**src/rtl/syndrome_coding_pkg.sv**
```systemverilog
// Shared constants and helpers for the syndrome-based bus coding path.
// Also used by the coset-leader table generator.
package syndrome_coding_pkg;

  localparam int unsigned SYN_W  = 6;
  localparam int unsigned CODE_W = 13;

  typedef logic [SYN_W-1:0]  syn_t;
  typedef logic [CODE_W-1:0] code_t;

  // Row r, bit b weights bus bit b; bus bit b is parity-check column 12-b.
  localparam code_t H_MATRIX [SYN_W] = '{
    13'b0100001010010,
    13'b1010001010001,
    13'b1001001001010,
    13'b0000101001001,
    13'b1000011000110,
    13'b1000001100101
  };

  function automatic syn_t syndrome(code_t bus);
    syn_t s;
    for (int r = 0; r < SYN_W; r++) s[r] = ^(H_MATRIX[r] & bus);
    return s;
  endfunction

  function automatic syn_t h_column(int b);
    syn_t c;
    for (int r = 0; r < SYN_W; r++) c[r] = H_MATRIX[r][b];
    return c;
  endfunction

  // Table address lists row 0 first (MSB); this mapping is its own inverse.
  function automatic syn_t reverse_rows(syn_t s);
    syn_t a;
    for (int r = 0; r < SYN_W; r++) a[SYN_W-1-r] = s[r];
    return a;
  endfunction

  function automatic logic [3:0] popcount(code_t v);
    logic [3:0] n;
    n = 4'd0;
    for (int i = 0; i < CODE_W; i++) n = n + {3'b000, v[i]};
    return n;
  endfunction

endpackage

```
**src/rtl/coset_leader_lut.sv**
```systemverilog
// Syndrome-to-minimum-weight coset leader table, shared by all channels.
// Ties resolve to the lowest parity-check column indices.
module coset_leader_lut
  import syndrome_coding_pkg::*;
(
  input  logic [SYN_W-1:0]  addr_i,
  output logic [CODE_W-1:0] leader_o
);

  // Unit columns plus the all-ones column bound every leader to weight 3.
  function automatic code_t min_leader(syn_t s);
    code_t l;
    logic  hit;
    l   = '0;
    hit = (s == '0);
    for (int a = CODE_W - 1; a >= 0; a--) begin
      if (!hit && h_column(a) == s) begin
        l[a] = 1'b1;
        hit  = 1'b1;
      end
    end
    for (int a = CODE_W - 1; a >= 0; a--) begin
      for (int b = a - 1; b >= 0; b--) begin
        if (!hit && (h_column(a) ^ h_column(b)) == s) begin
          l[a] = 1'b1;
          l[b] = 1'b1;
          hit  = 1'b1;
        end
      end
    end
    for (int a = CODE_W - 1; a >= 0; a--) begin
      for (int b = a - 1; b >= 0; b--) begin
        for (int c = b - 1; c >= 0; c--) begin
          if (!hit && (h_column(a) ^ h_column(b) ^ h_column(c)) == s) begin
            l[a] = 1'b1;
            l[b] = 1'b1;
            l[c] = 1'b1;
            hit  = 1'b1;
          end
        end
      end
    end
    return l;
  endfunction

  assign leader_o = min_leader(reverse_rows(addr_i));

endmodule

```
**src/rtl/rr_arbiter.sv**
```systemverilog
// Round-robin arbiter: one-hot grant searching from the channel after the last
// accepted grant; the pointer moves only on accept.
module rr_arbiter #(
  parameter int unsigned NumCh = 4,
  parameter int unsigned ChW   = 2
) (
  input  logic             clk_i,
  input  logic             rst_ni,
  input  logic [NumCh-1:0] req_i,
  input  logic             accept_i,
  output logic [NumCh-1:0] gnt_o,
  output logic [ChW-1:0]   gnt_idx_o
);

  logic [ChW-1:0] ptr_q, ptr_d;

  // Scan farthest-first so the requester closest to the pointer is written last.
  always_comb begin
    gnt_o     = '0;
    gnt_idx_o = '0;
    for (int k = int'(NumCh) - 1; k >= 0; k--) begin
      if (req_i[(int'(ptr_q) + k) % int'(NumCh)]) begin
        gnt_o     = NumCh'(1) << ((int'(ptr_q) + k) % int'(NumCh));
        gnt_idx_o = ChW'((int'(ptr_q) + k) % int'(NumCh));
      end
    end
  end

  always_comb begin
    ptr_d = ptr_q;
    if (accept_i) ptr_d = ChW'((int'(gnt_idx_o) + 1) % int'(NumCh));
  end

  always_ff @(posedge clk_i or negedge rst_ni) begin
    if (!rst_ni) ptr_q <= '0;
    else         ptr_q <= ptr_d;
  end

endmodule

```
**src/rtl/coset_encode_scheduler.sv**
```systemverilog
// Two-stage scheduler sharing one coset-leader table among NUM_CH bus encoders:
// accept + syndrome, then leader XOR into the channel's bus and toggle counting.
module coset_encode_scheduler
  import syndrome_coding_pkg::*;
#(
  parameter int unsigned NUM_CH = 4,
  parameter int unsigned CH_W   = $clog2(NUM_CH),
  parameter int unsigned CNT_W  = 32
) (
  input  logic                     clk,
  input  logic                     rst_n,
  input  logic [NUM_CH-1:0]        req_valid,
  input  logic [NUM_CH*SYN_W-1:0]  req_msg,
  output logic [NUM_CH-1:0]        req_ready,
  output logic [NUM_CH*CODE_W-1:0] bus_out,
  output logic [NUM_CH-1:0]        bus_valid,
  input  logic                     cnt_clr,
  output logic [CNT_W-1:0]         toggle_cnt
);

  logic [NUM_CH-1:0] busy_mask, gnt, bus_valid_q;
  logic [CH_W-1:0]   gnt_idx, ch_q;
  logic              handshake, s2_valid_q;
  syn_t              syn_d, syn_q, lut_addr;
  code_t             leader;
  code_t             bus_q [NUM_CH];
  logic [CNT_W-1:0]  cnt_q, cnt_d;
  logic [CNT_W+3:0]  cnt_sum;

  // The channel in stage 2 is blocked until its bus update lands (no forwarding).
  always_comb begin
    busy_mask = '0;
    if (s2_valid_q) busy_mask[ch_q] = 1'b1;
  end

  rr_arbiter #(
    .NumCh (NUM_CH),
    .ChW   (CH_W)
  ) u_arb (
    .clk_i     (clk),
    .rst_ni    (rst_n),
    .req_i     (req_valid & ~busy_mask),
    .accept_i  (handshake),
    .gnt_o     (gnt),
    .gnt_idx_o (gnt_idx)
  );

  assign req_ready = gnt;
  assign handshake = |gnt;
  assign syn_d     = req_msg[gnt_idx*SYN_W +: SYN_W] ^ syndrome(bus_q[gnt_idx]);
  assign lut_addr  = reverse_rows(syn_q);

  coset_leader_lut u_lut (
    .addr_i   (lut_addr),
    .leader_o (leader)
  );

  always_comb begin
    cnt_sum = {4'b0000, cnt_q} + (CNT_W+4)'(popcount(leader));
    cnt_d   = cnt_q;
    if (cnt_clr) begin
      cnt_d = '0;
    end else if (s2_valid_q) begin
      cnt_d = (cnt_sum[CNT_W+3:CNT_W] != 4'b0000) ? '1 : cnt_sum[CNT_W-1:0];
    end
  end

  always_ff @(posedge clk or negedge rst_n) begin
    if (!rst_n) begin
      s2_valid_q  <= 1'b0;
      ch_q        <= '0;
      syn_q       <= '0;
      bus_valid_q <= '0;
      cnt_q       <= '0;
      for (int c = 0; c < NUM_CH; c++) bus_q[c] <= '0;
    end else begin
      s2_valid_q <= handshake;
      if (handshake) begin
        ch_q  <= gnt_idx;
        syn_q <= syn_d;
      end
      bus_valid_q <= '0;
      if (s2_valid_q) begin
        bus_q[ch_q]       <= bus_q[ch_q] ^ leader;
        bus_valid_q[ch_q] <= 1'b1;
      end
      cnt_q <= cnt_d;
    end
  end

  for (genvar c = 0; c < NUM_CH; c++) begin : g_bus
    assign bus_out[c*CODE_W +: CODE_W] = bus_q[c];
  end

  assign bus_valid  = bus_valid_q;
  assign toggle_cnt = cnt_q;

endmodule

```
**config.mk**
```make
export PLATFORM = sky130hd
export DESIGN_NAME = coset_encode_scheduler
export DESIGN_NICKNAME = d
export VERILOG_FILES = /design/src/rtl/syndrome_coding_pkg.sv /design/src/rtl/coset_leader_lut.sv /design/src/rtl/rr_arbiter.sv /design/src/rtl/coset_encode_scheduler.sv
export SDC_FILE = /design/constraint.sdc
export NUM_CORES = 1
export LEC_CHECK = 0
export CAP_MARGIN = 40
export CORE_MARGIN = 4
export CORE_UTILIZATION = 35
export CTS_CLUSTER_DIAMETER = 80
export DETAILED_ROUTE_END_ITERATION = 16
export PLACE_DENSITY = 0.66
export SLEW_MARGIN = 15
export SYNTH_ARGS = -nofsm -noshare
export SYNTH_HDL_FRONTEND = slang
export SYNTH_SLANG_ARGS = --single-unit --ignore-timing --ignore-initial --compat-mode --unroll-limit 50000
export TNS_END_PERCENT = 50
```
**constraint.sdc**
```tcl
create_clock -name clk -period 12.5 [get_ports clk]
set_clock_uncertainty 0.05 [all_clocks]
set_input_delay 2.5 -clock clk [delete_from_list [all_inputs] [get_ports clk]]
set_output_delay 2.5 -clock clk [all_outputs]
set_load 0.005 [all_outputs]
```
# Word-level counts from Yosys, hierarchy flattened
# Cells that the tools add are included.
[word_totals]
register_bits = 99
in_bits = 31
output_inout_bits = 92
wordCells = 2176
[op_classes]
addsub = 17
mul = 1
magnitude_cmp = 9
n_eq_ne = 63
shifts = 5
muxes = 1293
bitwise_logic = 9
reduce_logical = 769
[ops]
columns = ["op", "count"]
rows = [
  ["1-bit two-way mux", 1134],
  ["1-bit logical AND", 379],
  ["1-bit zero test", 377],
  ["2-bit two-way mux", 126],
  ["6-bit equality test, first input constant", 32],
  ["5-bit by 6-bit equality test with 1-bit output, first input constant", 16],
  ["32-bit two-way mux", 3],
  ["1-bit by 32-bit << shifter with 4-bit output, first input constant", 3],
  ["13-bit XOR reduction", 6],
  ["13-bit two-way mux", 5],
  ["13-bit binary-select mux with 2-bit select", 2],
  ["52-bit bitwise mux", 1],
  ["4-bit by 6-bit equality test with 1-bit output, first input constant", 8],
  ["4-bit by 1-bit adder with 4-bit output", 9],
  ["32-bit by 4-bit adder with 33-bit output", 1],
  ["3-bit two-way mux", 11],
  ["13-bit demux with 2-bit select", 1],
  ["3-bit by 6-bit equality test with 1-bit output, first input constant", 4],
  ["24-bit by 6-bit variable part select with 6-bit output", 1],
  ["4-bit two-way mux", 5],
  ["13-bit XOR", 1],
  ["2-bit by 6-bit equality test with 1-bit output, first input constant", 2],
  ["3-bit by 4-bit < comparator with 1-bit output, second input constant", 3],
  ["1-bit binary-select mux with 2-bit select", 4],
  ["other kinds (23)", 32],
]

# Logic depth before layout (Yosys ltp)
# Gate-level depths: netlist (run 1).
[logic_depth]
depth_word = 1149
mapped_depth = 24
ltp_nobuf = 23

# Modules after synthesis
# From an unflattened synthesis (run 1), not the netlist that was laid out.
[hier_totals]
hier_cells = 698
area_unflattened_um2 = 6900.4
[modules_own_cells]
columns = ["mod", "n_inst", "cells_each", "area_each_um2", "seq_area_each_um2"]
rows = [
  ["coset_encode_scheduler", 1, 534, 5646.7, 2427.3],
  ["coset_leader_lut", 1, 104, 708.2, 0.0],
  ["rr_arbiter", 1, 60, 545.5, 50.0],
]

# Worst setup path before layout (run 1)
# No wires, ideal clock.
[synth_timing]
path_kind = "input port to output port"
startpoint = "input port req_valid[3]"
endpoint = "output port req_ready[3]"
arrival_time_ns = 3.567
t_required_ns = 9.950
slack_ns = 6.383
cell_stages = 5
n_path_buf = 0
cell_sequence = "and2_1 a21oi_1 mux2i_1 o221a_2 o221ai_1"
[synth_between]
elab_chain_len = 8
elab_cells_between_ends = 16
classes_between = "mux (15); bitwise (1)"
[synth_lines]
columns = ["element", "line", "rtl"]
rows = [
  ["from (decl)", "coset_encode_scheduler.sv:12", "input logic [NUM_CH-1:0] req_valid,"],
  ["4-bit AND (*)", "coset_encode_scheduler.sv:42", ".req_i (req_valid & ~busy_mask),"],
  ["1-bit binary-select mux with 2-bit select", "rr_arbiter.sv:22", "if (req_i[(int'(ptr_q) + k) % int'(NumCh)]) begin"],
  ["1-bit two-way mux (not written as such) (2 in a row)", "rr_arbiter.sv:22", ""],
  ["4-bit two-way mux (3 in a row)", "rr_arbiter.sv:22", ""],
  ["4-bit two-way mux (*)", "rr_arbiter.sv:22", ""],
  ["to (decl)", "coset_encode_scheduler.sv:14", "output logic [NUM_CH-1:0] req_ready,"],
]
# Mark *: on every way between the ends. The rest lies on a longest branch, timed or not. The select of a mux whose other input is x is not followed.

# Worst setup path after layout (run 1)
[layout_timing]
startpoint = "input port req_valid[1]"
endpoint = "output port req_ready[0]"
# Same word-level chain as after synthesis.

==> results by group, run 1 <==
Outcome
  – Status: finished, final reports clean

Yosys
  – Xor/xnor cell area share of the yosys netlist: 6.58%
  – Cell area after synthesis: 6880 µm²
  – Multiplexer area fraction after synthesis: 14.7%
  – Top_reg_cell synth: dfrtp_1
  – Synth Area in Compound Gates: 16.6%
  – Async SR Flop Fraction: 100%
  – Cell variety after synth: 64
  – Post-synth EDFFs: 0
  – Syn_area_per_cell: 9.36 µm²
  – Synthesized flop and latch total: 99
  – Gate Count Post-Synth: 735
  – Synth Area in Adders: 5.71%
  – Post-synthesis sequential area ratio: 36.0%
  – Main combinational cell family by area after synthesis: compound AO/OA/AOI/OAI gates
  – Syn nets: 792
  – Synth Warn #: 0
  – Simple-Gate Fraction of Synth Area: 15.7%

Floorplan
  – Chip height: 148 µm
  – Initial Utilization: 35.5%
  – # IOs: 123
  – Die area: 22000 µm²
  – Core Region: 19400 µm²
  – Cell row count: 51
  – Die Wd: 148 µm

Setup path
  – Critical Path AT: 4.86 ns
  – WS Path Type: input pin to output pin
  – Reg2Reg Depth: 20
  – Crit path capture: req_ready[0]
  – Critical Path Fanout Max: 9
  – Worst EP required: 9.95 ns
  – Setup crit start: req_valid[1]
  – Setup crit end kind: output pin
  – Startpoint types: input pin
  – Worst R2R Start: syn_q[4]
  – R2R Setup Slk: 5.98 ns
  – FF-to-FF End: toggle_cnt[9]

STA
  – Final hold violation count: 0
  – Max Fclk: 135 MHz
  – Slew Limit Fails: 0
  – TNS Setup: 0 ns
  – RSZ-0062 raised after global routing: no
  – Finish-stage setup viols: 0
  – Worst-Margin Slew: 0.828 ns
  – Min Tclk post-route: 7.41 ns
  – Slew Limit Headroom: 44.8%
  – Fin crit share: 59.3%

Min path
  – Hold Path Class: register to register
  – Cell depth of the worst hold path: 2

Global route
  – First-pass GRT wire length: 30400 µm
  – Grt met2 use: 28.4%
  – Grt met3 use: 4.20%
  – Grt ovf: 0
  – Pin count of the biggest net entering global routing: 61
  – GRT Overall Usage: 17.0%
  – Number of global-route vias before repair: 5801
  – GRT busiest layer: met2
  – Initial antenna violation count: 0
  – Grt met1 use: 22.5%

Clock network
  – Latest clock arrival within the worst-skew pair: 0.35 ns
  – CTS tree: yes
  – Post-cts hold buffer count: 0
  – Worst-path clk slew: 0.07 ns
  – Total CTS buffers: 9
  – CTS max path bufs: 2
  – Post-CTS setup buffer count: 0
  – Cells resized by post-CTS repair: 0
  – H-tree levels: 3
  – CTS root buf: clkbuf_16
  – Clock Sinks: 99

Pwr
  – Combinational Power Share: 68.3%
  – VDD IR max: 132 µV
  – Internal: 1480 µW
  – Switching Power: 1220 µW
  – Sw Ratio: 45.1%
  – Clock network power share: 9.9%
  – P_leak: 0.00363 µW
  – Pwr Density: 314 nW/µm²
  – Flop pwr share: 21.8%

Finish
  – Layout fillers: 1913
  – Final Util: 44.4%
  – Area Overhead vs Synth: 25.1%
  – Layout cells sized above 1: 7.15%
  – ANT cells: 0
  – Nets@finish: 891

Detailed routing
  – Post-route DRC: 0
  – Per-cell routed wire length: 16.9 µm
  – Via count: 5856
  – Drt via density: 5.30
  – Wirelength, routed: 18700 µm
  – DR iter-0 viols: 306
  – 1st-pass router iterations: 5
  – Final ANT Viol Nets: 0

Placement
  – DP Wirelength: 13500 µm
  – Placer congestion estimate: 0.903
  – Port bufs: 122

Run
  – Max_cap viols: 0
[synthesized netlist by cell type (all sizes together) (3+ instances only)]
master / instances / area share, %
mux2i: 63 / 9.2
and3: 10 / 0.91
clkbuf: 33 / 1.8
a211oi: 10 / 1.1
o21ai: 76 / 5.6
o221ai: 4 / 0.60
buf: 12 / 1.4
mux2: 8 / 1.3
xnor2: 19 / 2.5
fa: 9 / 2.6
o31ai: 3 / 0.33
o32a: 4 / 0.58
o22ai: 4 / 0.36
o21bai: 4 / 0.44
inv: 26 / 1.4
dfrtp: 99 / 36
a32o: 3 / 0.44
nor2b: 14 / 1.3
and2: 8 / 0.73
nor4: 3 / 0.58
nand3: 17 / 1.2
xnor3: 5 / 1.6
a31oi: 10 / 0.91
nand3b: 3 / 0.33
nor3: 14 / 1.2
ha: 17 / 3.1
xor2: 19 / 2.4
mux4: 13 / 4.3
nor2: 51 / 2.8
nand2: 97 / 5.3
a311oi: 13 / 1.7
a21oi: 35 / 2.7
nand4: 4 / 0.36
o211ai: 3 / 0.33
[routing by layer]
metal / vias to the layer above / wire [µm] / share of wire, %
met3: 13 / 1270 / 6.8
met4: 0 / 187 / 1.0
met2: 195 / 9020 / 48
met5: - / 0 / 0
li1: 2835 / - / -
met1: 2813 / 8210 / 44
[metrics by stage]
step | hold WS, ns | cell area, µm² | std cells | power [µW] | worst slack [ns]
2_1_floorplan | 0.459 | 6880 | 735 | 1940 | 6.38
3_3_place_gp | 0.462 | 8300 | 1087 | 2430 | 5.11
3_5_place_dp | 0.477 | 8330 | 1088 | 2450 | 5.11
4_1_cts | 0.491 | 8610 | 1104 | 2730 | 5.10
5_1_grt | 0.529 | 8610 | 1104 | 2950 | 4.90
6_report | 0.484 | 8610 | 1104 | 2700 | 5.09
[worst max-delay path, stage by stage]
cell and delay, ns:
clkdlybuf4s50_1 0.63, nand2_1 0.12, o21ai_2 0.23, o21ai_2 0.19, o221a_2 0.39, o221ai_1 0.24, clkdlybuf4s50_1 0.56
[how the worst min path moves through the flow]
stage	startpoint	to	slack [ns]
global route	bus_out[35]	bus_out[35]	0.53
CTS	bus_out[7]	bus_out[7]	0.49
finish	bus_out[7]	bus_out[7]	0.48
floorplan	bus_out[26]	bus_out[26]	0.46
detailed placement	bus_out[7]	bus_out[7]	0.48
global placement	bus_out[39]	bus_out[39]	0.46
[cells in the final DEF (no fill, tap or decap), types with 11 or more instances in the layout]
master	synthesis	final
nand3_1	17	17
mux2i_1	63	63
ha_1	17	17
inv_1	26	26
nor2_1	51	51
buf_4	3	11
a311oi_1	13	13
clkdlybuf4s50_1	0	121
nand2_1	96	96
mux4_2	13	13
dfrtp_1	99	99
nor2b_1	14	14
xor2_1	19	19
o21ai_0	74	74
xnor2_1	18	18
nor3_1	13	13
a21oi_1	34	34
[registers in the layout, indices dropped and copies added (netlist names)]
| signal | count |
|---|---|
| syn_q | 6 |
| toggle_cnt | 32 |
| bus_out | 52 |
| u_arb.ptr_q | 2 |
| bus_valid | 4 |
| s2_valid_q | 1 |
| ch_q | 2 |
[power groups by stage]
stage	Sequential (µW)	Clock, µW	Combinational [µW]
detailed placement	595	0	1860
floorplan	512	0	1430
global route	608	285	2060
finish	589	266	1850
global placement	593	0	1840
CTS	588	272	1870
[cell type report]
class | count | area (µm²) | area share [%]
repair buffers | 133 | 1320 | 15.4
clock inverters | 5 | 36.3 | 0.422
clock buffers | 11 | 243 | 2.82
well taps | 265 | 332 | 3.85
inverters | 27 | 101 | 1.18
flip-flops and latches | 99 | 2480 | 28.8
multi-input cells | 564 | 4100 | 47.6
[cell families after synthesis]
family,after synthesis
compound gates,181
mux,84
buf+inv,72
simple gates,230
xor+xnor,43
flops,99
fa+ha+maj,26
Power figures use the tool's default switching activity.
==> inputs of run 2 (changes only) <==
- PLACE_DENSITY: 0.66 -> 0.68
- clock period: 12.5 -> 6.24 ns (I/O delays scaled with it)
==> run 2 against run 1 <==
Setup slack worse by 4.6 ns. Final area is 1.7% higher. Register-to-register slack got worse by 5.5 ns. First-iteration DRC count up 42%. Count of clock-buffer cells in the layout is 1 higher. Power rose by 110%. Die area is the same. Flip-flop and latch count did not move. Critical path depth rose by 14. Clock power is 110% higher. Sequential share of layout area down 0.48 points. Highest routed layer unchanged.
==> results by group, run 2 (synthesis results as in run 1) <==
Pwr
  – Flop pwr share: 20.5%
  – Sw Ratio: 45.1%
  – Clock network power share: 9.9%
  – Internal: 3060 µW
  – VDD IR max: 247 µV
  – Combinational Power Share: 69.6%
  – P_leak: 0.00372 µW
  – Switching Power: 2520 µW
  – Pwr Density: 637 nW/µm²

STA
  – Finish-stage setup viols: 0
  – RSZ-0062 raised after global routing: no
  – Final hold violation count: 0
  – Slew Limit Headroom: 40.6%
  – Max Fclk: 173 MHz
  – Worst hold slack: 0.482 ns
  – Worst-Margin Slew: 0.891 ns
  – Min Tclk post-route: 5.77 ns
  – Slew Limit Fails: 0
  – TNS Setup: 0 ns
  – Fin crit share: 92.5%

Finish
  – ANT cells: 0
  – Area Overhead vs Synth: 27.3%
  – Non-Filler Instances: 1121
  – Max FFs per register: 52
  – Final Cell Area: 8760 µm²
  – Layout cells sized above 1: 9.23%
  – Layout fillers: 1894
  – Most frequent cells in the layout: 121 x clkdlybuf4s50_1, 98 x dfrtp_1, 96 x nand2_1, 74 x o21ai_0, 63 x mux2i_1
  – Final Util: 45.1%
  – Nets@finish: 908
  – Commonest non-fill, non-tap cell in the layout: clkdlybuf4s50_1

Placement
  – Port bufs: 122
  – Placer congestion estimate: 0.911
  – DP Wirelength: 14400 µm
  – # placed instances: 1105
  – Cell Area, Placed: 8460 µm²

Setup path
  – Setup crit end kind: register
  – Slowest CP cell: dfrtp_2
  – Worst path top cell family by delay: adder cells
  – Critical Path Fanout Max: 17
  – Startpoint types: register
  – CP Buf/Inv Count: 3
  – Worst EP required: 6.40 ns
  – CP Cell Sequence: inv_1, nor2_1, or2_2, o21ai_0, nand2_1, o22a_1, fa_1, inv_1, fa_1, fa_1, fa_1, ha_1, fa_1, a21oi_1, o21bai_1, a21oi_1, nor2_1, nand2_1, buf_4, and4_1, nor3_1
  – Worst path max stage delay: 0.53 ns
  – WS Path Type: register to register
  – Most Frequent Cell on Critical Path: fa_1
  – Critical Path AT: 5.93 ns

Detailed routing
  – Wirelength, routed: 19500 µm
  – Post-route DRC: 0
  – Per-cell routed wire length: 17.4 µm
  – Drt via density: 5.37
  – DR iter-0 viols: 436
  – Final ANT Viol Nets: 0
  – 1st-pass router iterations: 5
  – Via count: 6020

Clock network
  – Post-CTS setup buffer count: 0
  – Total CTS buffers: 9
  – CTS tree: yes
  – Worst-path clk slew: 0.07 ns
  – Clock Sinks: 99
  – CTS max path bufs: 2
  – CTS root buf: clkbuf_16
  – H-tree levels: 3
  – Latest clock arrival within the worst-skew pair: 0.35 ns

Global route
  – Number of global-route vias before repair: 5775
  – First-pass GRT wire length: 31300 µm
  – Initial antenna violation count: 0
  – GRT Overall Usage: 17.7%
  – Grt ovf: 0
  – Pin count of the biggest net entering global routing: 44

Floorplan
  – Die Wd: 148 µm
  – Initial Utilization: 35.5%
  – Cell row count: 51
  – Chip height: 148 µm
  – Core Region: 19400 µm²
  – # IOs: 123
  – Die area: 22000 µm²

Run
  – Max_cap viols: 0

Outcome
  – Status: finished, final reports clean

Min path
  – Hold Path Class: register to register
==> run 2: changes by cell type in the layout (fill, tap and decap cells not counted), sizes merged <==
cell,previous run,this run
clkinvlp,2,1
buf,12,29
clkbuf,11,12
==> run 2: final cells by class <==
cell class / instances / area, µm² / area share, %
Clock buffer: 12 / 267 / 3.04
Clock inverter: 4 / 32.5 / 0.372
Inverter: 27 / 101 / 1.16
Multi-Input combinational cell: 564 / 4100 / 46.8
Sequential cell: 99 / 2480 / 28.3
Tap cell: 265 / 332 / 3.79
Timing Repair Buffer: 150 / 1450 / 16.5
==> run 2: timing repair <==
item | CTS | global route
gates resized for setup | 0 | 1
hold buffers | 0 | 0
endpoints found under the setup margin | 0 | 5
==> run 2: path summary, 6_finish.rpt <==
| path | from | to | slack (ns) | cells after the start |
|---|---|---|---|---|
| setup / recovery | syn_q[3] | toggle_cnt[6] | 0.47 | 21 |
| hold reg to reg | bus_out[16] | bus_out[16] | 0.48 | 2 |
| hold / removal | bus_out[16] | bus_out[16] | 0.48 | 2 |
| max in group asynchronous | rst_n | syn_q[3] | 4.35 | 3 |
| min in group asynchronous | rst_n | bus_out[49] | 0.76 | 1 |
| setup reg to reg | syn_q[3] | toggle_cnt[6] | 0.47 | 21 |
==> run 2: worst reg2reg max path: stages (launching register included) <==
cell	delay (ns)
dfrtp_2	0.53
inv_1	0.22
nor2_1	0.10
or2_2	0.33
o21ai_0	0.15
nand2_1	0.07
o22a_1	0.24
fa_1	0.51
inv_1	0.05
fa_1	0.47
fa_1	0.53
fa_1	0.42
ha_1	0.22
fa_1	0.41
a21oi_1	0.16
o21bai_1	0.10
a21oi_1	0.32
nor2_1	0.11
nand2_1	0.19
buf_4	0.20
and4_1	0.20
nor3_1	0.05
==> run 2: power by group through the flow <==
stage	registers [µW]	logic [µW]	clock network, µW
3_3_place_gp	1150	3880	0
5_1_grt	1170	4340	593
4_1_cts	1140	3920	564
6_report	1140	3880	553
3_5_place_dp	1150	3890	0
2_1_floorplan	1030	2870	0
==> run 2: routing by layer <==
metal | wire length (µm) | vias up | share of wire, % | track usage [%]
li1 | - | 2867 | - | -
met1 | 8490 | 2929 | 44 | 23.8
met2 | 9370 | 202 | 48 | 28.9
met3 | 1310 | 22 | 6.7 | 4.60
met4 | 293 | 0 | 1.5 | 3.97
met5 | 0 | - | 0 | 0
==> run 2: through the flow <==
stage	worst slack [ns]	total power, µW
finish	0.471	5580
global route	0.0687	6110
CTS	0.408	5620
detailed placement	0.431	5040
global placement	0.462	5030
floorplan	0.618	3890
==> inputs of run 3 (changes only) <==
- ABC_AREA: unset -> 0
- GPL_TIMING_DRIVEN: unset -> 0
==> run 3 against run 2 <==
Wire length grew 9.6%. Combinational power rose by 5%. First-iteration DRC count rose by 6.9%. Cell count grew 1.5%. Sequential share of layout area shrank 0.11 points. Power grew 2.0%. Sequential power is 4% lower. Maximum frequency down 2.1%. Setup slack got worse by 0.12 ns. Count of clock-buffer cells in the layout decreased by 1. Non-clock buffer count increased by 17. Critical path type unchanged. Largest cell class unchanged. Highest routed layer unchanged.
==> results by group, run 3 (synthesis results as in run 1) <==
Outcome
  – Status: finished, final reports clean

Pwr
  – P_leak: 0.00371 µW
  – Sw Ratio: 46.4%
  – VDD IR max: 258 µV
  – Internal: 3050 µW
  – Clock network power share: 9.4%
  – Flop pwr share: 19.2%
  – Switching Power: 2640 µW
  – Combinational Power Share: 71.4%
  – Pwr Density: 647 nW/µm²

Detailed routing
  – Post-route DRC: 0
  – 1st-pass router iterations: 5
  – Via count: 6176
  – Per-cell routed wire length: 18.7 µm
  – Final ANT Viol Nets: 0
  – Wirelength, routed: 21300 µm
  – Drt via density: 5.43
  – DR iter-0 viols: 466

Finish
  – ANT cells: 0
  – Max FFs per register: 52
  – Commonest non-fill, non-tap cell in the layout: clkdlybuf4s50_1
  – Nets@finish: 925
  – Most frequent cells in the layout: 121 x clkdlybuf4s50_1, 99 x dfrtp_1, 95 x nand2_1, 73 x o21ai_0, 63 x mux2i_1
  – Layout cells sized above 1: 8.93%
  – Area Overhead vs Synth: 27.7%
  – Final Cell Area: 8780 µm²

Setup path
  – Startpoint types: register
  – CP Cell Sequence: clkbuf_1, inv_2, nor2_2, nor2_1, nor2_1, a21oi_1, o32a_1, fa_1, inv_1, fa_1, fa_1, fa_1, ha_1, fa_1, a21oi_1, o21bai_1, a21oi_4, nor2_1, nand2_1, clkbuf_2, clkbuf_4, a311oi_1
  – Worst R2R Start: syn_q[3]
  – Worst path max stage delay: 0.54 ns
  – Critical Path Fanout Max: 10
  – Slowest CP cell: fa_1
  – R2R Setup Slk: 0.35 ns
  – Crit path capture: toggle_cnt[12]
  – Worst EP required: 6.41 ns
  – WS Path Type: register to register
  – Critical Path AT: 6.06 ns
  – Setup crit start: syn_q[3]
  – Setup crit end kind: register
  – FF-to-FF End: toggle_cnt[12]
  – Most Frequent Cell on Critical Path: fa_1
  – Reg2Reg Depth: 22

STA
  – Max Fclk: 170 MHz
  – RSZ-0062 raised after global routing: yes
  – Finish-stage setup viols: 0
  – Fin crit share: 94.4%
  – Final hold violation count: 0
  – Worst-Margin Slew: 0.851 ns
  – Slew Limit Fails: 0
  – Min Tclk post-route: 5.89 ns
  – Slew Limit Headroom: 43.3%
  – TNS Setup: 0 ns

Placement
  – Cell Area, Placed: 8470 µm²
  – DP Wirelength: 15700 µm
  – Placer congestion estimate: 0.924
  – Port bufs: 122

Min path
  – Hold Startpoint: bus_out[10]
  – Cell depth of the worst hold path: 2
  – Hold Path Class: register to register

Floorplan
  – Die area: 22000 µm²
  – Core Region: 19400 µm²
  – Cell row count: 51
  – Chip height: 148 µm
  – Die Wd: 148 µm
  – # IOs: 123
  – Initial Utilization: 35.5%

Global route
  – Grt met1 use: 24.8%
  – Grt met2 use: 32.1%
  – GRT Overall Usage: 19.3%
  – Grt ovf: 0
  – Initial antenna violation count: 0
  – Number of global-route vias before repair: 6096
  – Pin count of the biggest net entering global routing: 52
  – First-pass GRT wire length: 33800 µm
  – GRT busiest layer: met2
  – Grt met3 use: 4.91%

Clock network
  – Post-CTS setup buffer count: 0
  – Latest clock arrival within the worst-skew pair: 0.36 ns
  – Worst-path clk slew: 0.07 ns
  – Clock Sinks: 99
  – Post-cts hold buffer count: 0
  – CTS max path bufs: 2
  – H-tree levels: 3
  – CTS tree: yes
  – CTS root buf: clkbuf_16
  – Total CTS buffers: 9

Run
  – Max_cap viols: 0
-- run 3: changes by cell type in the layout (fill, tap and decap cells not counted), sizes merged --
cell / previous run / this run
buf: 29 / 15
clkbuf: 12 / 42
inv: 27 / 28
-- run 3: repair_timing --
action,in CTS,in global routing
pin swaps,0,1
resized for setup,9,17
setup endpoints to repair,24,22
gates cloned,0,0
-- run 3: layout make-up --
| cell class | count | area [µm²] |
|---|---|---|
| Clock buffer | 11 | 233 |
| Clock inverter | 5 | 37.5 |
| Tap cell | 265 | 332 |
| Inverter | 27 | 103 |
| Timing Repair Buffer | 124 | 1260 |
| Sequential cell | 99 | 2480 |
| Buffer | 43 | 223 |
| Fill cell | 1881 | 10600 |
| Multi-Input combinational cell | 564 | 4120 |
-- run 3: worst max-delay path, delay by kind of cell (launching register included) --
family	cells	cell delay [ns]
DFF	1	0.36
and+or+nand+nor	5	0.67
adders and majority gates	6	2.53
AOI/OAI and AO/OA	6	1.12
buffers and inverters	5	1.01
-- run 3: worst min path at each step --
stage                        endpoint  slack, ns
after global routing       bus_out[1]       0.52
final                     bus_out[10]       0.49
after CTS                 bus_out[10]       0.48
after global placement     bus_out[1]       0.46
after detailed placement  bus_out[30]       0.47
after floorplan           bus_out[26]       0.46
-- run 3: power groups by stage --
stage	clock [µW]	sequential, µW	combinational (µW)
global route	569	1120	4450
floorplan	0	1030	2870
finish	533	1090	4060
CTS	541	1070	4090
global placement	0	1080	4030
detailed placement	0	1080	4040
-- run 3: metrics by stage --
stage               cells  util (%)  hold WS, ns  total power [µW]  setup slack [ns]
finish               1138      45.3        0.485              5690             0.349
CTS                  1140      45.2        0.484              5700            0.0321
global route         1138      45.3        0.519              6130           0.00129
detailed placement   1124      43.7        0.472              5130            -0.471
floorplan             735         -        0.459              3890             0.618
global placement     1122      43.5        0.461              5110            -0.504
-- run 3: metal layers --
layer / share of wire, % / routed length (µm) / up-vias
met5: 0 / 0 / -
met3: 8.0 / 1710 / 45
met4: 2.0 / 425 / 0
li1: - / - / 2896
met2: 48 / 10200 / 273
met1: 42 / 9020 / 2962
